### src/rtl/fft_quad_combine_if.sv
// ---------------------------------------------------------------------------
// fft_quad_combine_if
// Stream bundle for the radix-4 recombination stage.
//   s_data_0..3 : lane A..D bin, {imag, real}, real in the LSBs
//   s_k         : bin index of the input beat
//   s_scale     : arithmetic right shift 0..2 applied to this beat
//   s_valid     : per-lane valid (a beat needs all four)
//   s_ready     : stage can take a beat
//   m_data_0..3 : output bins 0..3, {imag, real}
//   m_k, m_last : bin index and end-of-frame marker of the output beat
//   m_valid     : output beat valid
//   m_ready     : downstream ready
// Modport slave is the stage's view; modport master is the producer/consumer
// view that drives s_* and m_ready.
// ---------------------------------------------------------------------------
interface fft_quad_combine_if #(
   parameter int DATA_WIDTH = 32,
   parameter int K_WIDTH    = 14
);
   logic [2*DATA_WIDTH-1:0] s_data_0;
   logic [2*DATA_WIDTH-1:0] s_data_1;
   logic [2*DATA_WIDTH-1:0] s_data_2;
   logic [2*DATA_WIDTH-1:0] s_data_3;
   logic [K_WIDTH-1:0]      s_k;
   logic [1:0]              s_scale;
   logic [3:0]              s_valid;
   logic                    s_ready;
   logic [2*DATA_WIDTH-1:0] m_data_0;
   logic [2*DATA_WIDTH-1:0] m_data_1;
   logic [2*DATA_WIDTH-1:0] m_data_2;
   logic [2*DATA_WIDTH-1:0] m_data_3;
   logic [K_WIDTH-1:0]      m_k;
   logic                    m_last;
   logic                    m_valid;
   logic                    m_ready;

   modport slave (
      input  s_data_0, s_data_1, s_data_2, s_data_3, s_k, s_scale, s_valid,
      output s_ready,
      output m_data_0, m_data_1, m_data_2, m_data_3, m_k, m_last, m_valid,
      input  m_ready
   );

   modport master (
      output s_data_0, s_data_1, s_data_2, s_data_3, s_k, s_scale, s_valid,
      input  s_ready,
      input  m_data_0, m_data_1, m_data_2, m_data_3, m_k, m_last, m_valid,
      output m_ready
   );
endinterface

### src/rtl/fft_quad_combine.sv
// ---------------------------------------------------------------------------
// fft_quad_combine
// Radix-4 recombination stage: four twiddle-rotated sub-FFT bins (lanes A..D,
// same bin k) go through a 3-stage registered butterfly, per-beat scaling and
// narrowing, then into a first-word-fall-through output FIFO.
// Ports:
//   clk, reset : clock, synchronous active-high reset
//   bus        : fft_quad_combine_if.slave (input beats, output beats)
//   clear_err  : clears the sticky flags (a same-cycle set wins)
//   err_align  : sticky, s_valid was partially set
//   err_seq    : sticky, accepted s_k differed from the expected index
//   ovf        : sticky, a component was clamped (SATURATE_EN builds only)
//   frame_cnt  : number of m_last handshakes, wraps
// Build option: define SATURATE_EN to clamp out-of-range results and report
// them on ovf; otherwise results wrap and ovf is tied low.
// ---------------------------------------------------------------------------
module fft_quad_combine #(
   parameter int DATA_WIDTH = 32,
   parameter int K_WIDTH    = 14,
   parameter int FIFO_DEPTH = 16
) (
   input  logic                  clk,
   input  logic                  reset,
   fft_quad_combine_if.slave     bus,
   input  logic                  clear_err,
   output logic                  err_align,
   output logic                  err_seq,
   output logic                  ovf,
   output logic [31:0]           frame_cnt
);
   localparam int W       = DATA_WIDTH + 2;
   localparam int AW      = $clog2(FIFO_DEPTH);
   localparam int ENTRY_W = 8*DATA_WIDTH + K_WIDTH + 1;
   localparam logic [AW+1:0] DEPTH_L = (AW+2)'(FIFO_DEPTH);

   typedef logic signed [W-1:0] wide_t;

   function automatic wide_t sx(input logic [DATA_WIDTH-1:0] v);
      return {{2{v[DATA_WIDTH-1]}}, v};
   endfunction

`ifdef SATURATE_EN
   localparam wide_t SAT_MAX = wide_t'({1'b0, {(DATA_WIDTH-1){1'b1}}});
   localparam wide_t SAT_MIN = ~SAT_MAX;

   function automatic logic is_clamped(input wide_t t);
      return (t > SAT_MAX) || (t < SAT_MIN);
   endfunction

   function automatic logic [DATA_WIDTH-1:0] narrow(input wide_t t);
      if (t > SAT_MAX)      return DATA_WIDTH'(SAT_MAX);
      else if (t < SAT_MIN) return DATA_WIDTH'(SAT_MIN);
      else                  return DATA_WIDTH'(t);
   endfunction
`else
   function automatic logic [DATA_WIDTH-1:0] narrow(input wide_t t);
      return DATA_WIDTH'(t);
   endfunction
`endif

   logic [2*DATA_WIDTH-1:0] lane [4];
   wide_t in_re [4], in_im [4];
   logic s_ready_int, accept;

   wide_t s1_pac_re, s1_pac_im, s1_mac_re, s1_mac_im;
   wide_t s1_pbd_re, s1_pbd_im, s1_mbd_re, s1_mbd_im;
   wide_t s2_re [4], s2_im [4], sh_re [4], sh_im [4];
   logic [2*DATA_WIDTH-1:0] s3_next [4], s3_data [4];
   logic s1_valid, s2_valid, s3_valid, s1_last, s2_last, s3_last;
   logic [K_WIDTH-1:0] s1_k, s2_k, s3_k, exp_k;
   logic [1:0] s1_scale, s2_scale;
   logic [1:0] inflight;

   logic [ENTRY_W-1:0] mem [FIFO_DEPTH];
   logic [ENTRY_W-1:0] head;
   logic [AW-1:0] wr_ptr, rd_ptr;
   logic [AW:0]   count;
   logic push, pop;

   assign lane[0] = bus.s_data_0;
   assign lane[1] = bus.s_data_1;
   assign lane[2] = bus.s_data_2;
   assign lane[3] = bus.s_data_3;

   // Split each lane into sign-extended real/imag so the sums cannot overflow.
   always_comb begin
      for (int i = 0; i < 4; i++) begin
         in_re[i] = sx(lane[i][DATA_WIDTH-1:0]);
         in_im[i] = sx(lane[i][2*DATA_WIDTH-1:DATA_WIDTH]);
      end
   end

   // Credit scheme: every beat already in the pipe owns a FIFO slot, so S3 can
   // always push without a stall path back through the butterfly.
   assign inflight    = {1'b0, s1_valid} + {1'b0, s2_valid} + {1'b0, s3_valid};
   assign s_ready_int = ((AW+2)'(count) + (AW+2)'(inflight)) < DEPTH_L;
   assign bus.s_ready = s_ready_int;
   assign accept      = (&bus.s_valid) && s_ready_int;

   // S1: pairwise sums/differences A+-C and B+-D shared by all four outputs.
   always_ff @(posedge clk) begin
      s1_pac_re <= in_re[0] + in_re[2];
      s1_pac_im <= in_im[0] + in_im[2];
      s1_mac_re <= in_re[0] - in_re[2];
      s1_mac_im <= in_im[0] - in_im[2];
      s1_pbd_re <= in_re[1] + in_re[3];
      s1_pbd_im <= in_im[1] + in_im[3];
      s1_mbd_re <= in_re[1] - in_re[3];
      s1_mbd_im <= in_im[1] - in_im[3];
      s1_k      <= bus.s_k;
      s1_scale  <= bus.s_scale;
      s1_last   <= &bus.s_k;
   end

   // S2: final sums; odd bins rotate (B-D) by -j (bin 1) or +j (bin 3).
   always_ff @(posedge clk) begin
      s2_re[0] <= s1_pac_re + s1_pbd_re;
      s2_im[0] <= s1_pac_im + s1_pbd_im;
      s2_re[2] <= s1_pac_re - s1_pbd_re;
      s2_im[2] <= s1_pac_im - s1_pbd_im;
      s2_re[1] <= s1_mac_re + s1_mbd_im;
      s2_im[1] <= s1_mac_im - s1_mbd_re;
      s2_re[3] <= s1_mac_re - s1_mbd_im;
      s2_im[3] <= s1_mac_im + s1_mbd_re;
      s2_k     <= s1_k;
      s2_scale <= s1_scale;
      s2_last  <= s1_last;
   end

   // S3 input: apply the beat's scale, then narrow back to DATA_WIDTH.
`ifdef SATURATE_EN
   logic clamp_any;
`endif
   always_comb begin
`ifdef SATURATE_EN
      clamp_any = 1'b0;
`endif
      for (int i = 0; i < 4; i++) begin
         sh_re[i]   = s2_re[i] >>> s2_scale;
         sh_im[i]   = s2_im[i] >>> s2_scale;
         s3_next[i] = {narrow(sh_im[i]), narrow(sh_re[i])};
`ifdef SATURATE_EN
         clamp_any  = clamp_any | is_clamped(sh_re[i]) | is_clamped(sh_im[i]);
`endif
      end
   end

   always_ff @(posedge clk) begin
      for (int i = 0; i < 4; i++) s3_data[i] <= s3_next[i];
      s3_k    <= s2_k;
      s3_last <= s2_last;
   end

   // Pipeline valids, sequence tracking, sticky error flags and frame count.
   always_ff @(posedge clk) begin
      if (reset) begin
         s1_valid  <= 1'b0;
         s2_valid  <= 1'b0;
         s3_valid  <= 1'b0;
         exp_k     <= '0;
         err_align <= 1'b0;
         err_seq   <= 1'b0;
         frame_cnt <= 32'd0;
      end else begin
         s1_valid <= accept;
         s2_valid <= s1_valid;
         s3_valid <= s2_valid;
         if (accept) exp_k <= bus.s_k + K_WIDTH'(1);
         if (bus.s_valid != 4'h0 && bus.s_valid != 4'hF) err_align <= 1'b1;
         else if (clear_err)                              err_align <= 1'b0;
         if (accept && bus.s_k != exp_k) err_seq <= 1'b1;
         else if (clear_err)             err_seq <= 1'b0;
         if (pop && bus.m_last) frame_cnt <= frame_cnt + 32'd1;
      end
   end

`ifdef SATURATE_EN
   // Overflow flag only exists when clamping is built in.
   always_ff @(posedge clk) begin
      if (reset)                      ovf <= 1'b0;
      else if (s2_valid && clamp_any) ovf <= 1'b1;
      else if (clear_err)             ovf <= 1'b0;
   end
`else
   assign ovf = 1'b0;
`endif

   // Output FIFO: the push is guarded against full as a backstop only; the
   // credit check means a push at full only ever coincides with a pop.
   assign pop  = bus.m_valid && bus.m_ready;
   assign push = s3_valid && ((count != (AW+1)'(FIFO_DEPTH)) || pop);

   always_ff @(posedge clk) begin
      if (reset) begin
         wr_ptr <= '0;
         rd_ptr <= '0;
         count  <= '0;
      end else begin
         if (push) wr_ptr <= wr_ptr + AW'(1);
         if (pop)  rd_ptr <= rd_ptr + AW'(1);
         case ({push, pop})
            2'b10:   count <= count + (AW+1)'(1);
            2'b01:   count <= count - (AW+1)'(1);
            default: count <= count;
         endcase
      end
   end

   // Storage needs no reset; the pointers decide what is valid.
   always_ff @(posedge clk) begin
      if (push) mem[wr_ptr] <= {s3_last, s3_k, s3_data[3], s3_data[2], s3_data[1], s3_data[0]};
   end

   // First-word-fall-through read side.
   assign head         = mem[rd_ptr];
   assign bus.m_valid  = (count != '0);
   assign bus.m_data_0 = head[0*2*DATA_WIDTH +: 2*DATA_WIDTH];
   assign bus.m_data_1 = head[1*2*DATA_WIDTH +: 2*DATA_WIDTH];
   assign bus.m_data_2 = head[2*2*DATA_WIDTH +: 2*DATA_WIDTH];
   assign bus.m_data_3 = head[3*2*DATA_WIDTH +: 2*DATA_WIDTH];
   assign bus.m_k      = head[8*DATA_WIDTH +: K_WIDTH];
   assign bus.m_last   = bus.m_valid && head[ENTRY_W-1];
endmodule

### src/flat_wrapper.sv
// flat-port wrapper written by rule: the top's interface ports become plain ports
module fft_quad_combine_flat 
#(
   parameter int DATA_WIDTH = 32,
   parameter int K_WIDTH    = 14,
   parameter int FIFO_DEPTH = 16
)
  (clk, reset, clear_err, err_align, err_seq, ovf, frame_cnt, bus_s_data_0, bus_s_data_1, bus_s_data_2, bus_s_data_3, bus_s_k, bus_s_scale, bus_s_valid, bus_s_ready, bus_m_data_0, bus_m_data_1, bus_m_data_2, bus_m_data_3, bus_m_k, bus_m_last, bus_m_valid, bus_m_ready);
  fft_quad_combine_if #(.DATA_WIDTH(DATA_WIDTH), .K_WIDTH(K_WIDTH)) bus_i ();
  input  logic clk;
  input  logic reset;
  input  logic clear_err;
  output logic err_align;
  output logic err_seq;
  output logic ovf;
  output logic [31:0] frame_cnt;
  input wire logic [$bits(bus_i.s_data_0)-1:0] bus_s_data_0;
  input wire logic [$bits(bus_i.s_data_1)-1:0] bus_s_data_1;
  input wire logic [$bits(bus_i.s_data_2)-1:0] bus_s_data_2;
  input wire logic [$bits(bus_i.s_data_3)-1:0] bus_s_data_3;
  input wire logic [$bits(bus_i.s_k)-1:0] bus_s_k;
  input wire logic [$bits(bus_i.s_scale)-1:0] bus_s_scale;
  input wire logic [$bits(bus_i.s_valid)-1:0] bus_s_valid;
  output wire logic [$bits(bus_i.s_ready)-1:0] bus_s_ready;
  output wire logic [$bits(bus_i.m_data_0)-1:0] bus_m_data_0;
  output wire logic [$bits(bus_i.m_data_1)-1:0] bus_m_data_1;
  output wire logic [$bits(bus_i.m_data_2)-1:0] bus_m_data_2;
  output wire logic [$bits(bus_i.m_data_3)-1:0] bus_m_data_3;
  output wire logic [$bits(bus_i.m_k)-1:0] bus_m_k;
  output wire logic [$bits(bus_i.m_last)-1:0] bus_m_last;
  output wire logic [$bits(bus_i.m_valid)-1:0] bus_m_valid;
  input wire logic [$bits(bus_i.m_ready)-1:0] bus_m_ready;
  assign bus_i.s_data_0 = bus_s_data_0;
  assign bus_i.s_data_1 = bus_s_data_1;
  assign bus_i.s_data_2 = bus_s_data_2;
  assign bus_i.s_data_3 = bus_s_data_3;
  assign bus_i.s_k = bus_s_k;
  assign bus_i.s_scale = bus_s_scale;
  assign bus_i.s_valid = bus_s_valid;
  assign bus_s_ready = bus_i.s_ready;
  assign bus_m_data_0 = bus_i.m_data_0;
  assign bus_m_data_1 = bus_i.m_data_1;
  assign bus_m_data_2 = bus_i.m_data_2;
  assign bus_m_data_3 = bus_i.m_data_3;
  assign bus_m_k = bus_i.m_k;
  assign bus_m_last = bus_i.m_last;
  assign bus_m_valid = bus_i.m_valid;
  assign bus_i.m_ready = bus_m_ready;
  fft_quad_combine #(.DATA_WIDTH(DATA_WIDTH), .K_WIDTH(K_WIDTH), .FIFO_DEPTH(FIFO_DEPTH)) u_core (.clk(clk), .reset(reset), .bus(bus_i), .clear_err(clear_err), .err_align(err_align), .err_seq(err_seq), .ovf(ovf), .frame_cnt(frame_cnt));
endmodule
### config.mk
export PLATFORM = sky130hd
export DESIGN_NAME = fft_quad_combine_flat
export DESIGN_NICKNAME = d
export VERILOG_FILES = /design/src/rtl/fft_quad_combine_if.sv /design/src/rtl/fft_quad_combine.sv /design/src/flat_wrapper.sv
export SDC_FILE = /design/constraint.sdc
export NUM_CORES = 2
export LEC_CHECK = 0
export CAP_MARGIN = 25
export CORE_MARGIN = 4
export CORE_UTILIZATION = 48
export DETAILED_ROUTE_END_ITERATION = 10
export GPL_ROUTABILITY_DRIVEN = 0
export PLACE_DENSITY = 0.72
export SLEW_MARGIN = 40
export SYNTH_ARGS = -nofsm -noshare
export SYNTH_HDL_FRONTEND = slang
export SYNTH_MEMORY_MAX_BITS = 65536
export SYNTH_SLANG_ARGS = --single-unit
### constraint.sdc
create_clock -name clk -period 56.4 [get_ports clk]
set_input_delay 14.1 -clock clk [delete_from_list [all_inputs] [get_ports clk]]
set_output_delay 14.1 -clock clk [all_outputs]
set_load 0.01 [all_outputs]
==> results.sh <==
export IMPL_hold_viol_final=0
export IMPL_fin_tns_setup_ns=0
export IMPL_antenna_left=0
export IMPL_io_buffers=586
export IMPL_post_route_period_util_pct=38.68
export IMPL_end_kind="primary output"
export IMPL_hold_buffers=0
export IMPL_grt_ovfl_total=0
export IMPL_cp_start_kind="register"
export IMPL_first_global_vias=116200
export IMPL_area_growth_syn_to_layout_pct=14.83
export IMPL_postSynth_asyncResetShare_pct=0
export IMPL_die_height_um=677.6
export IMPL_ctsRootBufferMaster="clkbuf_16"
export IMPL_yosysSeqAreaShare_pct=68.88
export IMPL_row_count=245
export IMPL_dr_pass1_iters=6
export IMPL_synthTopCellsByArea="edfxtp_1, mux4_2, dfxtp_1, ha_1, xnor2_1"
export IMPL_ys_seq_elements=5237
export IMPL_initialDrtViolationCount=15310
export IMPL_cts_setup_buffers=0
export IMPL_status="complete, no violations"
export IMPL_die_w_um=677.6
export IMPL_initial_utilization_pct=48.25
export IMPL_crit_slowest_cell="buf_4"
export IMPL_synth_main_ff_cell="edfxtp_1"
export IMPL_avgSynthCellArea_um2=18.33
export IMPL_cts_inserted_buffers=533
export IMPL_routedWlPerCell_um=31.81
export IMPL_worst_pin_slew_ns=0.8987
export IMPL_synthesis_nets=12570
export IMPL_final_common_cell="edfxtp_1"
export IMPL_path_clk_slew_ns=0.06
export IMPL_slew_headroom_pct=40.08
export IMPL_most_common_layout_cells="edfxtp_1, mux4_2, dfxtp_1"
export IMPL_synth_edff_count=4336
export IMPL_cp_arrival_ns=7.72
export IMPL_grt_max_degree=143
export IMPL_setup_viol=0
export IMPL_worstPathCellList="buf_12 -> buf_4 -> buf_4 -> buf_12 -> buf_16 -> buf_6 -> buf_6 -> buf_4 -> mux4_2 -> mux4_2 -> clkdlybuf4s50_1"
export IMPL_routed_via_count=117100
export IMPL_fill_cells=33030
export IMPL_routed_via_density=6.169
export IMPL_wirelength_um=603700
export IMPL_synth_area_leader_cell="edfxtp_1"
export IMPL_clock_skew_ns=0.06279
export IMPL_fin_area_um2=247100
export IMPL_synth_cell_types=99
export IMPL_syn_area_um2=215200
export IMPL_ys_warn_count=0
export IMPL_yosysTopAreaCellShare_pct=60.50
export IMPL_layoutNonFillerInstCount=18980
export IMPL_nets=13310
export IMPL_cts_sinks=5237
export IMPL_grt_usage_pct=25.80
export IMPL_dpl_hpwl_um=385200
export IMPL_hp_start="u_core.s1_k[12]"
export IMPL_place_area_um2=228600
export IMPL_holdWs_ns=0.3222
export IMPL_grt_pass1_wl_um=854900
export IMPL_slew_viol_final=0
export IMPL_dieArea_um2=459200
export IMPL_io_pins=588
export IMPL_drv_cap=0
export IMPL_cts_htree_levels=6
export IMPL_antenna_found_initial=188
export IMPL_max_freq_mhz=45.83
export IMPL_period_minus_slack_ns=21.82
export IMPL_dp_cells=17860
export IMPL_core_area_um2=446000
export IMPL_clk_path_buf_depth=4
export IMPL_hp_class="register to register"
export IMPL_cts_resized=0
export IMPL_cts_tree="done"
export IMPL_crit_type="register to primary output"
export IMPL_ir_drop_v=0.00003534
export IMPL_power_density_nw_per_um2=46.65
export IMPL_slowest_delay_ns=0.70
export IMPL_drive_gt1_share_pct=20.85
export IMPL_p_leak_nw=81.10
export IMPL_crit_required_ns=42.30
export IMPL_syn_inst=11740
export IMPL_clkLatencyLatePin_ns=1.07
export IMPL_critical_path_peak_fanout=64
export IMPL_rsz0062_at_grt="no"
export IMPL_worst_r2r_startpoint="u_core.count[1]"
export IMPL_critPathMostFrequentCell="buf_4"
export IMPL_drc=0
==> routing by layer <==
metal,wire length (um),global-route usage (%)
met1,231100,34.83
met2,288100,40.65
met3,52950,4.789
met4,31140,12.63
met5,361,0
==> path summary, 6_finish.rpt <==
kind                            slack, ns            endpoint  depth (start not counted)
worst min-delay path                 0.32     u_core.s2_k[12]                          0
worst max register to register      50.53  u_core.mem[6][185]                         11
worst min register to register       0.32     u_core.s2_k[12]                          0
worst max-delay path                34.58    bus_m_data_1[43]                         11
==> stage by stage <==
step | util, % | setup WS [ns] | power (W)
5_1_grt | 55.38 | 33.80 | 0.01196
2_1_floorplan | - | 22.05 | 0.006879
4_1_cts | 55.26 | 34.03 | 0.01157
6_report | 55.41 | 34.58 | 0.01153
3_3_place_gp | 51.11 | 34.90 | 0.007913
3_5_place_dp | 51.25 | 35.21 | 0.008020
==> flip-flops by register name, indices dropped and copies added, names as in the netlist, 14 cells and up, named ones only <==
signal / flops
u_core.exp_k: 14
u_core.s2_im: 134
u_core.s1_pbd_im: 32
u_core.s1_mac_im: 32
u_core.s2_re: 134
u_core.s3_k: 14
u_core.s1_mac_re: 32
u_core.s1_mbd_im: 33
u_core.frame_cnt: 32
u_core.s2_k: 14
u_core.s1_pac_re: 33
u_core.mem: 4336
u_core.s1_pac_im: 33
u_core.s3_data: 256
u_core.s1_pbd_re: 32
u_core.s1_k: 14
u_core.s1_mbd_re: 33
==> kinds of logic after synthesis <==
| logic type | share of synthesized area [%] |
|---|---|
| buf+inv | 1.991 |
| simple gates | 2.864 |
| compound gates | 4.303 |
| fa+ha+maj | 3.254 |
| xor+xnor | 2.063 |
| mux | 16.64 |
| flops | 68.88 |
| other cells | 0.001742 |
==> area by class of cell <==
cell class / instances / area, um2 / share of cell area [%]
diodes: 131 / 327.8 / 0.1326
clock buffers: 711 / 14650 / 5.927
clock inverters: 264 / 3239 / 1.311
inverters: 549 / 2061 / 0.8338
multi-input cells: 5382 / 63060 / 25.52
flip-flops and latches: 5237 / 148300 / 59.99
well taps: 5928 / 7417 / 3.001
repair buffers: 778 / 8127 / 3.288
==> where the power goes <==
group | leakage [nW] | total [W] | switching, W | internal (W)
sequential | 46.5 | 0.00546 | 0.000561 | 0.00490
clock | 8.69 | 0.00357 | 0.00152 | 0.00205
combinational | 25.9 | 0.00250 | 0.00137 | 0.00113
total | 81.1 | 0.0115 | 0.00346 | 0.00807
==> synth_stat cells (46+ instances only) <==
| master | number |
|---|---|
| edfxtp_1 | 4336 |
| mux4_2 | 1559 |
| dfxtp_1 | 901 |
| inv_1 | 542 |
| ha_1 | 531 |
| a21oi_1 | 514 |
| nor2_1 | 490 |
| clkbuf_1 | 402 |
| xnor2_1 | 397 |
| nand2_1 | 194 |
| o21ai_0 | 172 |
| o21bai_1 | 143 |
| nor3_1 | 122 |
| a21o_1 | 111 |
| buf_1 | 111 |
| xor2_1 | 110 |
| nor2b_1 | 103 |
| a211oi_1 | 90 |
| nand2b_1 | 74 |
| nand3_1 | 73 |
| buf_2 | 54 |
| mux2i_1 | 52 |
| nand4_1 | 46 |
==> worst max-delay path, delay by kind of cell, from the launching register on <==
kind	cells	cell delay (ns)
buf+inv	9	4.71
flops	1	0.56
mux	2	1.13
No activity file was read; power rests on OpenSTA's default activity.
